$ cat src/rtl/nfc_rx_pkg.sv
// Shared types and helpers for the NFC receive decoder.
//   rx_state_e     : decoder FSM states
//   BITS_PER_BYTE  : data bits plus odd-parity bit per received byte
//   odd_parity_ok  : checks odd parity over a received 9-bit word
package nfc_rx_pkg;

    typedef enum logic [2:0] {
        StIdle,
        StSofH1,
        StSofH2,
        StH1,
        StH2
    } rx_state_e;

    localparam int unsigned BITS_PER_BYTE = 9;

    // True when the 8 data bits plus the parity bit hold an odd number of ones.
    function automatic logic odd_parity_ok(input logic [BITS_PER_BYTE-1:0] word);
        return ^word;
    endfunction

endpackage

$ cat src/rtl/nfc_rx_sampler.sv
// Input conditioning and half-bit timing for the NFC receive decoder.
//   clk, rst    : emulation clock, asynchronous active-high reset
//   rx_in       : raw demodulated line (idle 0)
//   rs          : conditioned line (2-cycle latency, 3 with the glitch filter)
//   rs_edge     : rs differs from its value in the previous cycle
//   sample_stb  : mid-half-bit sampling strobe
// Build option: NFC_RX_GLITCH_FILTER_EN adds a 3-sample majority filter after the
// synchronizer, rejecting single-cycle pulses.
module nfc_rx_sampler
    import nfc_rx_pkg::*;
#(
    parameter int unsigned HALF_BIT_CYCLES = 16,
    parameter int unsigned CNT_W           = 8
) (
    input  logic clk,
    input  logic rst,
    input  logic rx_in,
    output logic rs,
    output logic rs_edge,
    output logic sample_stb
);

    localparam logic [CNT_W-1:0] HalfLoad = CNT_W'(HALF_BIT_CYCLES / 2 - 1);
    localparam logic [CNT_W-1:0] FullLoad = CNT_W'(HALF_BIT_CYCLES - 1);

    logic             sync1_q, sync2_q;
    logic             rs_prev_q;
    logic [CNT_W-1:0] cnt_q, cnt_d;

    always_ff @(posedge clk or posedge rst) begin
        if (rst) begin
            sync1_q <= 1'b0;
            sync2_q <= 1'b0;
        end else begin
            sync1_q <= rx_in;
            sync2_q <= sync1_q;
        end
    end

`ifdef NFC_RX_GLITCH_FILTER_EN
    logic [1:0] hist_q;

    always_ff @(posedge clk or posedge rst) begin
        if (rst) begin
            hist_q <= 2'b00;
        end else begin
            hist_q <= {hist_q[0], sync2_q};
        end
    end

    // Majority of the three most recent synchronized samples.
    assign rs = (sync2_q & hist_q[0]) | (sync2_q & hist_q[1]) | (hist_q[0] & hist_q[1]);
`else
    assign rs = sync2_q;
`endif

    always_ff @(posedge clk or posedge rst) begin
        if (rst) begin
            rs_prev_q <= 1'b0;
        end else begin
            rs_prev_q <= rs;
        end
    end

    assign rs_edge    = rs ^ rs_prev_q;
    assign sample_stb = (cnt_q == '0);

    // Every edge recentres the next sample half a half-bit later. In idle this only
    // matters for the SOF rising edge; other reloads are harmless since strobes are
    // ignored there.
    always_comb begin
        cnt_d = cnt_q - 1'b1;
        if (rs_edge) begin
            cnt_d = HalfLoad;
        end else if (sample_stb) begin
            cnt_d = FullLoad;
        end
    end

    always_ff @(posedge clk or posedge rst) begin
        if (rst) begin
            cnt_q <= '0;
        end else begin
            cnt_q <= cnt_d;
        end
    end

endmodule

$ cat src/rtl/nfc_rx_decoder.sv
// Manchester frame decoder for the NFC emulation link (one per link direction).
// Recovers SOF, LSB-first data bytes with odd parity, and EOF from the demodulated line
// and hands bytes out over a valid/ready interface.
//   clk, rst      : emulation clock, asynchronous active-high reset
//   rx_in         : demodulated line, idle 0
//   data_out      : received byte
//   data_valid    : data_out holds an unconsumed byte
//   data_ready    : consumer accepts the byte when data_valid & data_ready
//   frame_active  : SOF detected, frame not yet ended or aborted
//   frame_end     : one-cycle pulse on a valid EOF
//   parity_err    : sticky per frame, cleared at the next SOF
//   code_err      : one-cycle pulse on an illegal symbol or truncated byte
//   overflow      : sticky, a byte was dropped; cleared only by rst
// Build option: NFC_RX_GLITCH_FILTER_EN (see nfc_rx_sampler).
module nfc_rx_decoder
    import nfc_rx_pkg::*;
#(
    parameter int unsigned HALF_BIT_CYCLES = 16,
    parameter int unsigned CNT_W           = 8
) (
    input  logic       clk,
    input  logic       rst,
    input  logic       rx_in,
    output logic [7:0] data_out,
    output logic       data_valid,
    input  logic       data_ready,
    output logic       frame_active,
    output logic       frame_end,
    output logic       parity_err,
    output logic       code_err,
    output logic       overflow
);

    localparam logic [3:0] LastBit = 4'(BITS_PER_BYTE - 1);

    logic rs, rs_edge, sample_stb, sample_bit;

    rx_state_e  state_q, state_d;
    logic       h1_q, h1_d;
    logic [3:0] bit_cnt_q, bit_cnt_d;
    logic [7:0] shift_q, shift_d;
    logic [8:0] byte_word;
    logic       byte_done;
    logic [7:0] data_q, data_d;
    logic       valid_q, valid_d;
    logic       parity_err_q, parity_err_d;
    logic       overflow_q, overflow_d;
    logic       frame_end_q, frame_end_d;
    logic       code_err_q, code_err_d;

    nfc_rx_sampler #(
        .HALF_BIT_CYCLES(HALF_BIT_CYCLES),
        .CNT_W          (CNT_W)
    ) u_sampler (
        .clk       (clk),
        .rst       (rst),
        .rx_in     (rx_in),
        .rs        (rs),
        .rs_edge   (rs_edge),
        .sample_stb(sample_stb)
    );

    // Value of rs just before any edge in this cycle: a strobe coinciding with an edge
    // belongs to the half that is ending.
    assign sample_bit = rs ^ rs_edge;

    // For a legal data symbol the decoded bit equals its first half.
    assign byte_word = {h1_q, shift_q};

    always_comb begin
        state_d      = state_q;
        h1_d         = h1_q;
        bit_cnt_d    = bit_cnt_q;
        shift_d      = shift_q;
        parity_err_d = parity_err_q;
        frame_end_d  = 1'b0;
        code_err_d   = 1'b0;
        byte_done    = 1'b0;

        unique case (state_q)
            StIdle: begin
                if (rs_edge && rs) begin
                    state_d      = StSofH1;
                    bit_cnt_d    = '0;
                    parity_err_d = 1'b0;
                end
            end
            StSofH1: begin
                // A low sample here means a glitch, not a frame: drop it silently.
                if (sample_stb) begin
                    state_d = sample_bit ? StSofH2 : StIdle;
                end
            end
            StSofH2: begin
                if (sample_stb) begin
                    if (!sample_bit) begin
                        state_d = StH1;
                    end else begin
                        code_err_d = 1'b1;
                        state_d    = StIdle;
                    end
                end
            end
            StH1: begin
                if (sample_stb) begin
                    h1_d    = sample_bit;
                    state_d = StH2;
                end
            end
            StH2: begin
                if (sample_stb) begin
                    if (h1_q != sample_bit) begin
                        shift_d = byte_word[8:1];
                        state_d = StH1;
                        if (bit_cnt_q == LastBit) begin
                            byte_done = 1'b1;
                            bit_cnt_d = '0;
                            if (!odd_parity_ok(byte_word)) begin
                                parity_err_d = 1'b1;
                            end
                        end else begin
                            bit_cnt_d = bit_cnt_q + 1'b1;
                        end
                    end else if (!h1_q) begin
                        // EOF is only clean on a byte boundary.
                        state_d = StIdle;
                        if (bit_cnt_q == '0) begin
                            frame_end_d = 1'b1;
                        end else begin
                            code_err_d = 1'b1;
                        end
                    end else begin
                        state_d    = StIdle;
                        code_err_d = 1'b1;
                    end
                end
            end
            default: state_d = StIdle;
        endcase
    end

    // Single-entry output buffer; a handshake in the same cycle frees room for a new byte.
    always_comb begin
        data_d     = data_q;
        valid_d    = valid_q;
        overflow_d = overflow_q;
        if (valid_q && data_ready) begin
            valid_d = 1'b0;
        end
        if (byte_done) begin
            if (!valid_q || data_ready) begin
                data_d  = byte_word[7:0];
                valid_d = 1'b1;
            end else begin
                overflow_d = 1'b1;
            end
        end
    end

    always_ff @(posedge clk or posedge rst) begin
        if (rst) begin
            state_q      <= StIdle;
            h1_q         <= 1'b0;
            bit_cnt_q    <= '0;
            shift_q      <= '0;
            data_q       <= '0;
            valid_q      <= 1'b0;
            parity_err_q <= 1'b0;
            overflow_q   <= 1'b0;
            frame_end_q  <= 1'b0;
            code_err_q   <= 1'b0;
        end else begin
            state_q      <= state_d;
            h1_q         <= h1_d;
            bit_cnt_q    <= bit_cnt_d;
            shift_q      <= shift_d;
            data_q       <= data_d;
            valid_q      <= valid_d;
            parity_err_q <= parity_err_d;
            overflow_q   <= overflow_d;
            frame_end_q  <= frame_end_d;
            code_err_q   <= code_err_d;
        end
    end

    assign data_out     = data_q;
    assign data_valid   = valid_q;
    assign frame_active = (state_q != StIdle);
    assign frame_end    = frame_end_q;
    assign parity_err   = parity_err_q;
    assign code_err     = code_err_q;
    assign overflow     = overflow_q;

endmodule

$ cat config.mk
export PLATFORM = sky130hd
export DESIGN_NAME = nfc_rx_decoder
export DESIGN_NICKNAME = d
export VERILOG_FILES = /design/src/rtl/nfc_rx_pkg.sv /design/src/rtl/nfc_rx_sampler.sv /design/src/rtl/nfc_rx_decoder.sv
export SDC_FILE = /design/constraint.sdc
export NUM_CORES = 1
export LEC_CHECK = 0
export CORE_MARGIN = 5
export CORE_UTILIZATION = 35
export DETAILED_ROUTE_END_ITERATION = 16
export PLACE_DENSITY = 0.58
export SLEW_MARGIN = 20
export SYNTH_ARGS = -nofsm -noshare
export SYNTH_HDL_FRONTEND = slang
export SYNTH_SLANG_ARGS = --single-unit
$ cat constraint.sdc
create_clock -name clk -period 2.8 [get_ports clk]
set_clock_uncertainty 0.1 [all_clocks]
set_input_delay 0.7 -clock clk [delete_from_list [all_inputs] [get_ports clk]]
set_output_delay 0.7 -clock clk [all_outputs]
set_load 0.01 [all_outputs]
==> reports/results.tsv, run 1 <==
stage	metric	value	unit
outcome	status	completed	
sta	final worst path period need	2.49	ns
floorplan	width of the die	86.1	um
grt	number of global-route vias before repair	1484	
critical_path	Worst setup SP type	flop	
final_layout	Post-layout nets	210	
job	Max Cap Violations	0	
power_and_ir_drop	maximum vdd drop	0.195	mV
clock_tree	Max H-tree Level	2	
detailed_routing	drt wl/cell	14.3	um
critical_path	worst path bufs/invs	1	
place	cell area after placement	2320	sq um
synth	Compound-Gate Fraction of Synth Area	10.3	%
clock_tree	hold_buf cts	0	
grt	largest net degree at the start of global routing	41	
detailed_routing	vias	1416	
sta	RSZ-0062 raised after global routing	false	
floorplan	die area	7410	sq um
final_layout	most frequent cells in the layout	dfrtp_1, clkdlybuf4s50_1, mux2_2, inv_1	
final_layout	Antenna Cells	0	
detailed_routing	# DRC	0	
critical_path	CP Capture Type	output pin	
final_layout	Non-Filler Instances	273	
critical_path	crit-path max cell delay	0.50	ns
grt	grt ovf	0	
clock_tree	# clock sinks	40	
place	post-place setup slack	0.367	ns
synth	post-synthesis mux area share	10.4	%
sta	slew margin rel.	62.6	%
sta	Final Hold Fails	0	
synth	post-synthesis cell count	174	
clock_tree	CTS max path bufs	2	
clock_tree	CTS root buf	clkbuf_8	
final_layout	most common cell after layout, fill and taps aside	dfrtp_1	
synth	Mean Syn Cell Area	11.6	sq um
place	Buffers on Ports	17	
sta	Final Max Slew Viols	0	
detailed_routing	DRT iter0 DRCs	46	
power_and_ir_drop	P per Cell Area	515	nW/um^2
synth	dominant cells by area after synthesis	dfrtp_1, mux2_2, xnor3_1	
synth	main combinational cell family by area after synthesis	simple AND/OR/NAND/NOR gates	
critical_path	type of the worst setup path	reg -> out	
critical_path	highest-delay cell along the critical path	dfrtp_1	
sta	Least-Margin Pin Slew	0.557	ns
floorplan	Placement Rows	27	
clock_tree	CTS Buf Count	5	
grt	GRT Total Usage	12.1	%
critical_path	crit path launch	state_q[2]	
final_layout	Area Growth Syn to Fin	18.5	%
synth	XOR/XNOR share of the synthesized area	6.80	%
floorplan	Die H	86.1	um
floorplan	starting density of the core	36.3	%
worst_hold_path	Hold Crit Endpoint	u_sampler.rs	
synth	Cell Area, Synth	2020	sq um
clock_tree	# resized after CTS	0	
synth	Adder-Cell Fraction of Synth Area	3.09	%
clock_tree	Setup Fix Bufs, Post-CTS	0	
synth	Simple-Gate Fraction of Synth Area	16.4	%
critical_path	crit-path leading delay family	flip-flops	
synth	Seq/Total Area, Yosys	49.4	%
synth	Warnings, synthesis	0	
synth	Yosys top cell area share	49.4	%
detailed_routing	vias per cell	5.19	
sta	Hold WS	0.275	ns
critical_path	worst reg2reg path endpoint	data_out[0]	
critical_path	worst r2r src	u_sampler.rs	
grt	initial antenna violation count	0	
critical_path	crit-path cells	or3_1 > clkdlybuf4s50_1	
final_layout	layout cells sized above 1	19.9	%
place	GP Congestion	0.824	
sta	Worst Setup Slack, final	0.315	ns
power_and_ir_drop	P_leak	1.09	nW
detailed_routing	post-route ant nets	0	
critical_path	Worst Reg-to-Reg Cells	5	
synth	synth unique cells	47	
critical_path	Worst Path Arrival	1.69	ns
clock_tree	clock slew at reported path FFs	0.07	ns
floorplan	Std-Cell Core Area	5570	sq um
sta	Tcrit/Tclk final	88.8	%
place	placed insts	266	
synth	Synth async-reset ratio	100	%
worst_hold_path	hold path cells	0	
detailed_routing	First-pass DRT Iterations	4	
synth	#FFs+latches synth	40	
detailed_routing	WL final	3.91	mm
synth	Most used DFF post-synth	dfrtp_1	
sta	total negative slack	0	ns
floorplan	Top Ports	18	
synth	number of flops mapped to enable cells by yosys	0	
clock_tree	CTS tree	done	
worst_hold_path	worst min-delay path class	reg -> reg	
critical_path	WP data required	2.00	ns
final_layout	design area	2400	sq um
synth	syn_nets	183	
sta	# setup viols final	0	
synth	Yosys top cell by area	dfrtp_1	
place	hpwl dp	2.76	mm
critical_path	worst-path fanout max	12	
clock_tree	Clock Latency Late Sink	0.29	ns
grt	first-pass GRT wire length	7.16	mm
sta	fmax	402	MHz
critical_path	Reg2Reg Setup Slack	0.35	ns
worst_hold_path	Hold Startpoint	u_sampler.sync1_q	
[metal layers]
metal | vias up | global-route usage (%) | share of wire (%)
li1 | 677 | - | -
met3 | 5 | 2.98 | 4.9
met4 | 0 | 4.46 | 1.2
met1 | 702 | 16.8 | 49
met5 | - | 0 | 0
met2 | 32 | 18.1 | 45
[worst max-delay path by stage]
| stage | depth (start not counted) | slack [ns] | end |
|---|---|---|---|
| after floorplan | 5 | 0.42 | data_out[0] |
| after global placement | 6 | 0.39 | data_out[1] |
| after detailed placement | 5 | 0.37 | data_out[6] |
| after CTS | 2 | 0.30 | frame_active |
| after global routing | 5 | 0.20 | data_out[3] |
| final | 2 | 0.31 | frame_active |
[state kept, by name, summed over array words and instances (netlist names)]
name / count
h1_q: 1
bit_cnt_q: 4
u_sampler.cnt_q: 8
overflow: 1
parity_err: 1
u_sampler.rs: 1
shift_q: 8
state_q: 3
u_sampler.rs_prev_q: 1
frame_end: 1
data_valid: 1
code_err: 1
u_sampler.sync1_q: 1
data_out: 8
[synth_stat cells, types with 2 or more instances]
cell	instances
nand2b_1	3
dfrtp_1	40
xnor3_1	3
nand2_1	8
clkbuf_1	2
nor2_1	9
xnor2_1	6
nor4_1	3
mux2_2	16
buf_2	3
nor3_1	2
a31oi_1	2
nand3_1	4
nor2b_1	3
a21oi_1	6
xor2_1	2
inv_1	11
nor3b_2	2
nand4_1	2
nand3b_1	2
o31ai_1	4
mux2i_1	3
o21ai_0	8
ha_1	5
or3_1	3
[worst reg2reg max path: cells and delay by family (launching register included)]
family	cells	cell delay, ns
buf+inv	1	0.21
xor+xnor	1	0.58
flops	1	0.43
fa+ha+maj	1	0.43
mux	1	0.34
simple gates	1	0.24
[metrics by stage]
stage	total power, mW	util (%)
CTS	1.25	43.1
global route	1.31	43.1
detailed placement	0.883	41.7
finish	1.24	43.1
global placement	0.881	41.7
floorplan	0.816	-
[kinds of logic (layout without fill, tap and decap cells)]
family                   Yosys count  after routing
flip-flops                        40             40
adder cells (fa/ha/maj)            5              5
multiplexers                      19             19
buffers and inverters             17             44
AO/OA/AOI/OAI                     31             31
AND/OR/NAND/NOR                   51             51
XOR/XNOR                          11             11
[final cells by class]
class                      instances  area [sq um]
clock buffer                       6          72.6
clock inverter                     1          5.00
fill                             543          3170
inverter                          11          41.3
multi-input combinational        117           952
sequential                        40          1000
tap                               72          90.1
timing repair buffer              26           238
[power by group]
| part | internal [mW] | total (mW) | switching, mW |
|---|---|---|---|
| combinational | 0.0990 | 0.201 | 0.102 |
| clock | 0.170 | 0.365 | 0.195 |
| sequential | 0.611 | 0.670 | 0.0594 |
| total | 0.879 | 1.24 | 0.356 |
Power figures use the tool's default switching activity.
==> inputs of run 2 (changes only) <==
--- a/config.mk
+++ b/config.mk
@@ -9,6 +9,7 @@
 export CORE_UTILIZATION = 35
 export DETAILED_ROUTE_END_ITERATION = 16
 export PLACE_DENSITY = 0.58
+export REMOVE_ABC_BUFFERS = 1
 export SLEW_MARGIN = 20
 export SYNTH_ARGS = -nofsm -noshare
 export SYNTH_HDL_FRONTEND = slang
==> constraint.sdc (replaced) <==
create_clock -name clk -period 2.95 [get_ports clk]
set_clock_uncertainty 0.1 [all_clocks]
set_input_delay 0.7375 -clock clk [delete_from_list [all_inputs] [get_ports clk]]
set_output_delay 0.7375 -clock clk [all_outputs]
set_load 0.01 [all_outputs]
==> reports/results.tsv, run 2 (synthesis gave the netlist of run 1 again) <==
stage	metric	value	unit	change
outcome	status	completed		unchanged
grt	number of global-route vias before repair	1275		was 1,484
critical_path	type of the worst setup path	reg -> reg		was reg -> out
clock_tree	CTS max path bufs	2		unchanged
job	Max Cap Violations	0		unchanged
detailed_routing	First-pass DRT Iterations	4		unchanged
final_layout	layout cells sized above 1	18.3	%	was 19.9%
clock_tree	clock slew at reported path FFs	0.07	ns	about the same
place	post-place setup slack	0.307	ns	was 0.367 ns
critical_path	Reg2Reg Setup Slack	0.33	ns	was 0.35 ns
critical_path	worst-path fanout max	9		was 12
place	GP Congestion	0.868		was 0.824
floorplan	starting density of the core	36.3	%	unchanged
floorplan	Top Ports	18		unchanged
clock_tree	Clock Latency Late Sink	0.28	ns	was 0.29 ns
place	Buffers on Ports	17		unchanged
sta	slew margin rel.	60.7	%	was 62.6%
final_layout	Antenna Cells	0		unchanged
clock_tree	# resized after CTS	0		unchanged
detailed_routing	post-route ant nets	0		unchanged
grt	GRT Total Usage	10.8	%	was 12.1%
detailed_routing	drt wl/cell	13.7	um	was 14.3 um
clock_tree	# clock sinks	40		unchanged
sta	RSZ-0062 raised after global routing	false		unchanged
critical_path	Worst Path Arrival	2.68	ns	was 1.69 ns
sta	final worst path period need	2.62	ns	
power_and_ir_drop	P_leak	1.08	nW	was 1.09 nW
grt	grt ovf	0		unchanged
floorplan	die area	7410	sq um	unchanged
clock_tree	CTS Buf Count	5		unchanged
final_layout	most common cell after layout, fill and taps aside	dfrtp_1		unchanged
sta	Final Hold Fails	0		unchanged
critical_path	CP Capture Type	flop		was output pin
floorplan	Die H	86.1	um	unchanged
critical_path	cell depth of the worst setup path	4		was 2
clock_tree	Max H-tree Level	2		unchanged
critical_path	crit-path cells	ha_1 > xnor3_1 > nor4b_4 > mux2_2		was or3_1 > clkdlybuf4s50_1
critical_path	worst path bufs/invs	0		was 1
place	hpwl dp	2.60	mm	was 2.76 mm
sta	fmax	382	MHz	
critical_path	Worst Reg-to-Reg Cells	4		was 5
final_layout	Util after Layout	42.5	%	was 43.1%
clock_tree	CTS tree	done		unchanged
critical_path	crit-path leading delay family	XOR/XNOR gates		was flip-flops
final_layout	Post-layout nets	206		was 210
critical_path	worst r2r src	u_sampler.rs		unchanged
detailed_routing	WL final	3.68	mm	was 3.91 mm
critical_path	worst reg2reg path endpoint	data_out[5]		was data_out[0]
place	placed insts	262		was 266
grt	initial antenna violation count	0		unchanged
floorplan	Std-Cell Core Area	5570	sq um	unchanged
sta	Tcrit/Tclk final	88.8	%	
clock_tree	Setup Fix Bufs, Post-CTS	0		unchanged
clock_tree	CTS root buf	clkbuf_8		unchanged
critical_path	crit path launch	u_sampler.rs		was state_q[2]
detailed_routing	vias	1359		was 1,416
critical_path	crit path to	data_out[5]		was frame_active
critical_path	Worst setup SP type	flop		unchanged
power_and_ir_drop	maximum vdd drop	0.200	mV	was 0.195 mV
critical_path	highest-delay cell along the critical path	xnor3_1		was dfrtp_1
power_and_ir_drop	P per Cell Area	486	nW/um^2	was 515 nW/um^2
sta	Least-Margin Pin Slew	0.586	ns	was 0.557 ns
sta	Final Max Slew Viols	0		unchanged
worst_hold_path	worst min-delay path class	reg -> reg		unchanged
critical_path	WP data required	3.01	ns	was 2.00 ns
floorplan	width of the die	86.1	um	unchanged
final_layout	design area	2370	sq um	was 2400 sq um
final_layout	Area Growth Syn to Fin	17.1	%	was 18.5%
worst_hold_path	Hold Startpoint	u_sampler.sync1_q		unchanged
detailed_routing	vias per cell	5.05		was 5.19
detailed_routing	# DRC	0		unchanged
grt	largest net degree at the start of global routing	41		unchanged
floorplan	Placement Rows	27		unchanged
sta	Worst Setup Slack, final	0.331	ns	was 0.315 ns
power_and_ir_drop	post-layout power	1.15	mW	was 1.24 mW
final_layout	Register Area	1000	sq um	unchanged
detailed_routing	DRT iter0 DRCs	58		was 46
final_layout	most frequent cells in the layout	dfrtp_1, clkdlybuf4s50_1, mux2_2, inv_1, nor2_1		was dfrtp_1, clkdlybuf4s50_1, mux2_2, inv_1
final_layout	Non-Filler Instances	269		was 273
clock_tree	hold_buf cts	0		unchanged
grt	first-pass GRT wire length	6.38	mm	was 7.16 mm
sta	# setup viols final	0		unchanged
sta	Hold WS	0.262	ns	was 0.275 ns
place	cell area after placement	2290	sq um	was 2320 sq um
final_layout	fillcell total	545		was 543
final_layout	footprint of the multi-input gates	952	sq um	unchanged
sta	total negative slack	0	ns	unchanged
critical_path	crit-path max cell delay	0.57	ns	was 0.50 ns
-- run 2: changes by cell type in the layout (fill, tap and decap cells not counted) --
cell   change
buf_4      -4
-- run 2: how the worst min path moves through the flow --
stage | endpoint | slack, ns | depth (start not counted)
3_3_place_gp | u_sampler.rs | 0.26 | 0
3_5_place_dp | u_sampler.rs | 0.25 | 0
5_1_grt | u_sampler.rs | 0.28 | 0
4_1_cts | u_sampler.rs | 0.27 | 0
6_report | u_sampler.rs | 0.26 | 0
2_1_floorplan | u_sampler.rs | 0.23 | 0
-- run 2: power by group --
group	leakage (nW)	switching, mW	internal (mW)	total, mW
Combinational	0.508	0.0926	0.0934	0.186
Sequential	0.527	0.0537	0.580	0.634
Clock	0.0410	0.172	0.161	0.333
-- run 2: routing by layer --
layer | up-vias | global-route usage, % | share of wire, %
li1 | 666 | - | -
met1 | 669 | 15.9 | 51
met2 | 20 | 15.8 | 45
met3 | 4 | 2.98 | 3.4
met4 | 0 | 2.16 | 0.73
met5 | - | 0 | 0
-- run 2: cell type report --
type | count | area share (%)
clock buffers | 6 | 3.06
inverters | 11 | 1.74
flip-flops and latches | 40 | 42.2
clock inverters | 1 | 0.211
repair buffers | 22 | 8.76
multi-input cells | 117 | 40.2
well taps | 72 | 3.80
==> inputs of run 3 (changes only) <==
--- a/config.mk
+++ b/config.mk
@@ -8,9 +8,11 @@
 export CORE_MARGIN = 5
 export CORE_UTILIZATION = 35
 export DETAILED_ROUTE_END_ITERATION = 16
-export PLACE_DENSITY = 0.58
+export PLACE_DENSITY = 0.64
 export REMOVE_ABC_BUFFERS = 1
+export SKIP_LAST_GASP = 1
 export SLEW_MARGIN = 20
 export SYNTH_ARGS = -nofsm -noshare
 export SYNTH_HDL_FRONTEND = slang
 export SYNTH_SLANG_ARGS = --single-unit
+export TNS_END_PERCENT = 100
==> reports/results.tsv, run 3 (synthesis gave the netlist of run 1 again) <==
stage	metric	value	unit	change
final_layout	Area Growth Syn to Fin	18.0	%	was 17.1%
floorplan	die area	7410	sq um	unchanged
power_and_ir_drop	P_leak	1.08	nW	about the same
detailed_routing	DRT iter0 DRCs	92		was 58
floorplan	starting density of the core	36.3	%	unchanged
clock_tree	# clock sinks	40		unchanged
place	hpwl dp	2.69	mm	was 2.60 mm
clock_tree	Setup Fix Bufs, Post-CTS	0		unchanged
final_layout	design area	2390	sq um	was 2370 sq um
grt	number of global-route vias before repair	1316		was 1,275
sta	RSZ-0062 raised after global routing	false		unchanged
outcome	status	completed		unchanged
critical_path	Reg2Reg Setup Slack	0.34	ns	was 0.33 ns
sta	fmax	383	MHz	was 382 MHz
grt	largest net degree at the start of global routing	41		unchanged
worst_hold_path	worst min-delay path class	reg -> reg		unchanged
grt	GRT Total Usage	11.2	%	was 10.8%
final_layout	most frequent cells in the layout	dfrtp_1, clkdlybuf4s50_1, mux2_2, inv_1, nor2_1		unchanged
clock_tree	hold_buf cts	0		unchanged
critical_path	type of the worst setup path	reg -> reg		unchanged
sta	Final Max Slew Viols	0		unchanged
job	Max Cap Violations	0		unchanged
detailed_routing	drt wl/cell	14.0	um	was 13.7 um
clock_tree	clock slew at reported path FFs	0.07	ns	about the same
final_layout	most common cell after layout, fill and taps aside	dfrtp_1		unchanged
clock_tree	CTS Buf Count	5		unchanged
floorplan	Std-Cell Core Area	5570	sq um	unchanged
floorplan	Die H	86.1	um	unchanged
sta	Least-Margin Pin Slew	0.601	ns	was 0.586 ns
sta	Tcrit/Tclk final	88.6	%	was 88.8%
worst_hold_path	Hold Crit Endpoint	u_sampler.rs		unchanged
floorplan	width of the die	86.1	um	unchanged
place	Buffers on Ports	17		unchanged
final_layout	Antenna Cells	0		unchanged
critical_path	WP data required	3.03	ns	was 3.01 ns
grt	first-pass GRT wire length	6.58	mm	was 6.38 mm
clock_tree	CTS root buf	clkbuf_8		unchanged
detailed_routing	First-pass DRT Iterations	4		unchanged
clock_tree	# resized after CTS	0		unchanged
critical_path	Worst setup SP type	flop		unchanged
detailed_routing	WL final	3.80	mm	was 3.68 mm
grt	initial antenna violation count	0		unchanged
sta	Hold WS	0.269	ns	was 0.262 ns
sta	total negative slack	0	ns	unchanged
grt	grt ovf	0		unchanged
critical_path	CP Capture Type	flop		unchanged
detailed_routing	vias per cell	5.17		was 5.05
final_layout	Post-layout nets	207		was 206
detailed_routing	post-route ant nets	0		unchanged
power_and_ir_drop	maximum vdd drop	0.188	mV	was 0.200 mV
critical_path	Worst Path Arrival	2.69	ns	was 2.68 ns
clock_tree	CTS tree	done		unchanged
clock_tree	CTS max path bufs	2		unchanged
sta	final worst path period need	2.61	ns	was 2.62 ns
final_layout	layout cells sized above 1	18.6	%	was 18.3%
critical_path	worst-path fanout max	9		unchanged
worst_hold_path	Hold Startpoint	u_sampler.sync1_q		unchanged
detailed_routing	vias	1401		was 1,359
place	cell area after placement	2300	sq um	was 2290 sq um
clock_tree	Max H-tree Level	2		unchanged
worst_hold_path	hold path cells	0		unchanged
place	GP Congestion	0.791		was 0.868
critical_path	worst reg2reg path endpoint	data_out[6]		was data_out[5]
sta	Final Hold Fails	0		unchanged
floorplan	Top Ports	18		unchanged
power_and_ir_drop	P per Cell Area	499	nW/um^2	was 486 nW/um^2
critical_path	worst r2r src	u_sampler.rs		unchanged
detailed_routing	# DRC	0		unchanged
critical_path	Worst Reg-to-Reg Cells	4		unchanged
sta	slew margin rel.	59.8	%	was 60.7%
clock_tree	Clock Latency Late Sink	0.29	ns	was 0.28 ns
sta	# setup viols final	0		unchanged
floorplan	Placement Rows	27		unchanged
-- run 3: cell types whose count changed in the layout (fill, tap and decap cells not counted) --
cell	change
clkinv_2	-1
clkbuf_1	+1
clkbuf_8	+1
buf_4	+1
-- run 3: layer usage --
metal  GRT usage, %  wire (um)  up-vias
met3           3.55        209        5
li1               -          -      678
met5              0          0        -
met4           3.02         29        0
met2           16.1       1690       29
met1           16.0       1870      689
-- run 3: worst max path at each step --
| stage | slack (ns) | depth (start not counted) | start | to |
|---|---|---|---|---|
| final | 0.34 | 4 | u_sampler.rs | data_out[6] |
| after CTS | 0.31 | 4 | u_sampler.rs | data_out[6] |
| after floorplan | 0.63 | 4 | u_sampler.rs | data_out[0] |
| after detailed placement | 0.28 | 5 | data_ready | data_out[5] |
| after global placement | 0.36 | 5 | data_ready | data_out[1] |
| after global routing | 0.21 | 4 | u_sampler.rs | data_out[5] |
-- run 3: metrics by stage --
stage          utilization, %  power [mW]  instances  worst slack [ns]
3_5_place_dp             41.3       0.835        263             0.278
4_1_cts                  42.9        1.21        271             0.308
5_1_grt                  42.9        1.26        271             0.213
2_1_floorplan               -       0.762        168             0.635
6_report                 42.9        1.19        271             0.336
3_3_place_gp             41.3       0.834        263             0.358
-- run 3: cell type report --
cell class / instances / area, sq um
Tap cell: 72 / 90.1
Multi-Input combinational cell: 117 / 952
Fill cell: 550 / 3180
Inverter: 11 / 41.3
Timing Repair Buffer: 23 / 215
Clock buffer: 8 / 90.1
Sequential cell: 40 / 1000
-- run 3: worst max-delay path: stages, from the launching register on --
cell,delay (ns)
dfrtp_1,0.43
ha_1,0.43
xnor3_1,0.57
nor4b_4,0.56
mux2_2,0.40
-- run 3: power breakdown --
group	switching [mW]	internal, mW
clock	0.179	0.191
combinational	0.0939	0.0936
sequential	0.0553	0.580
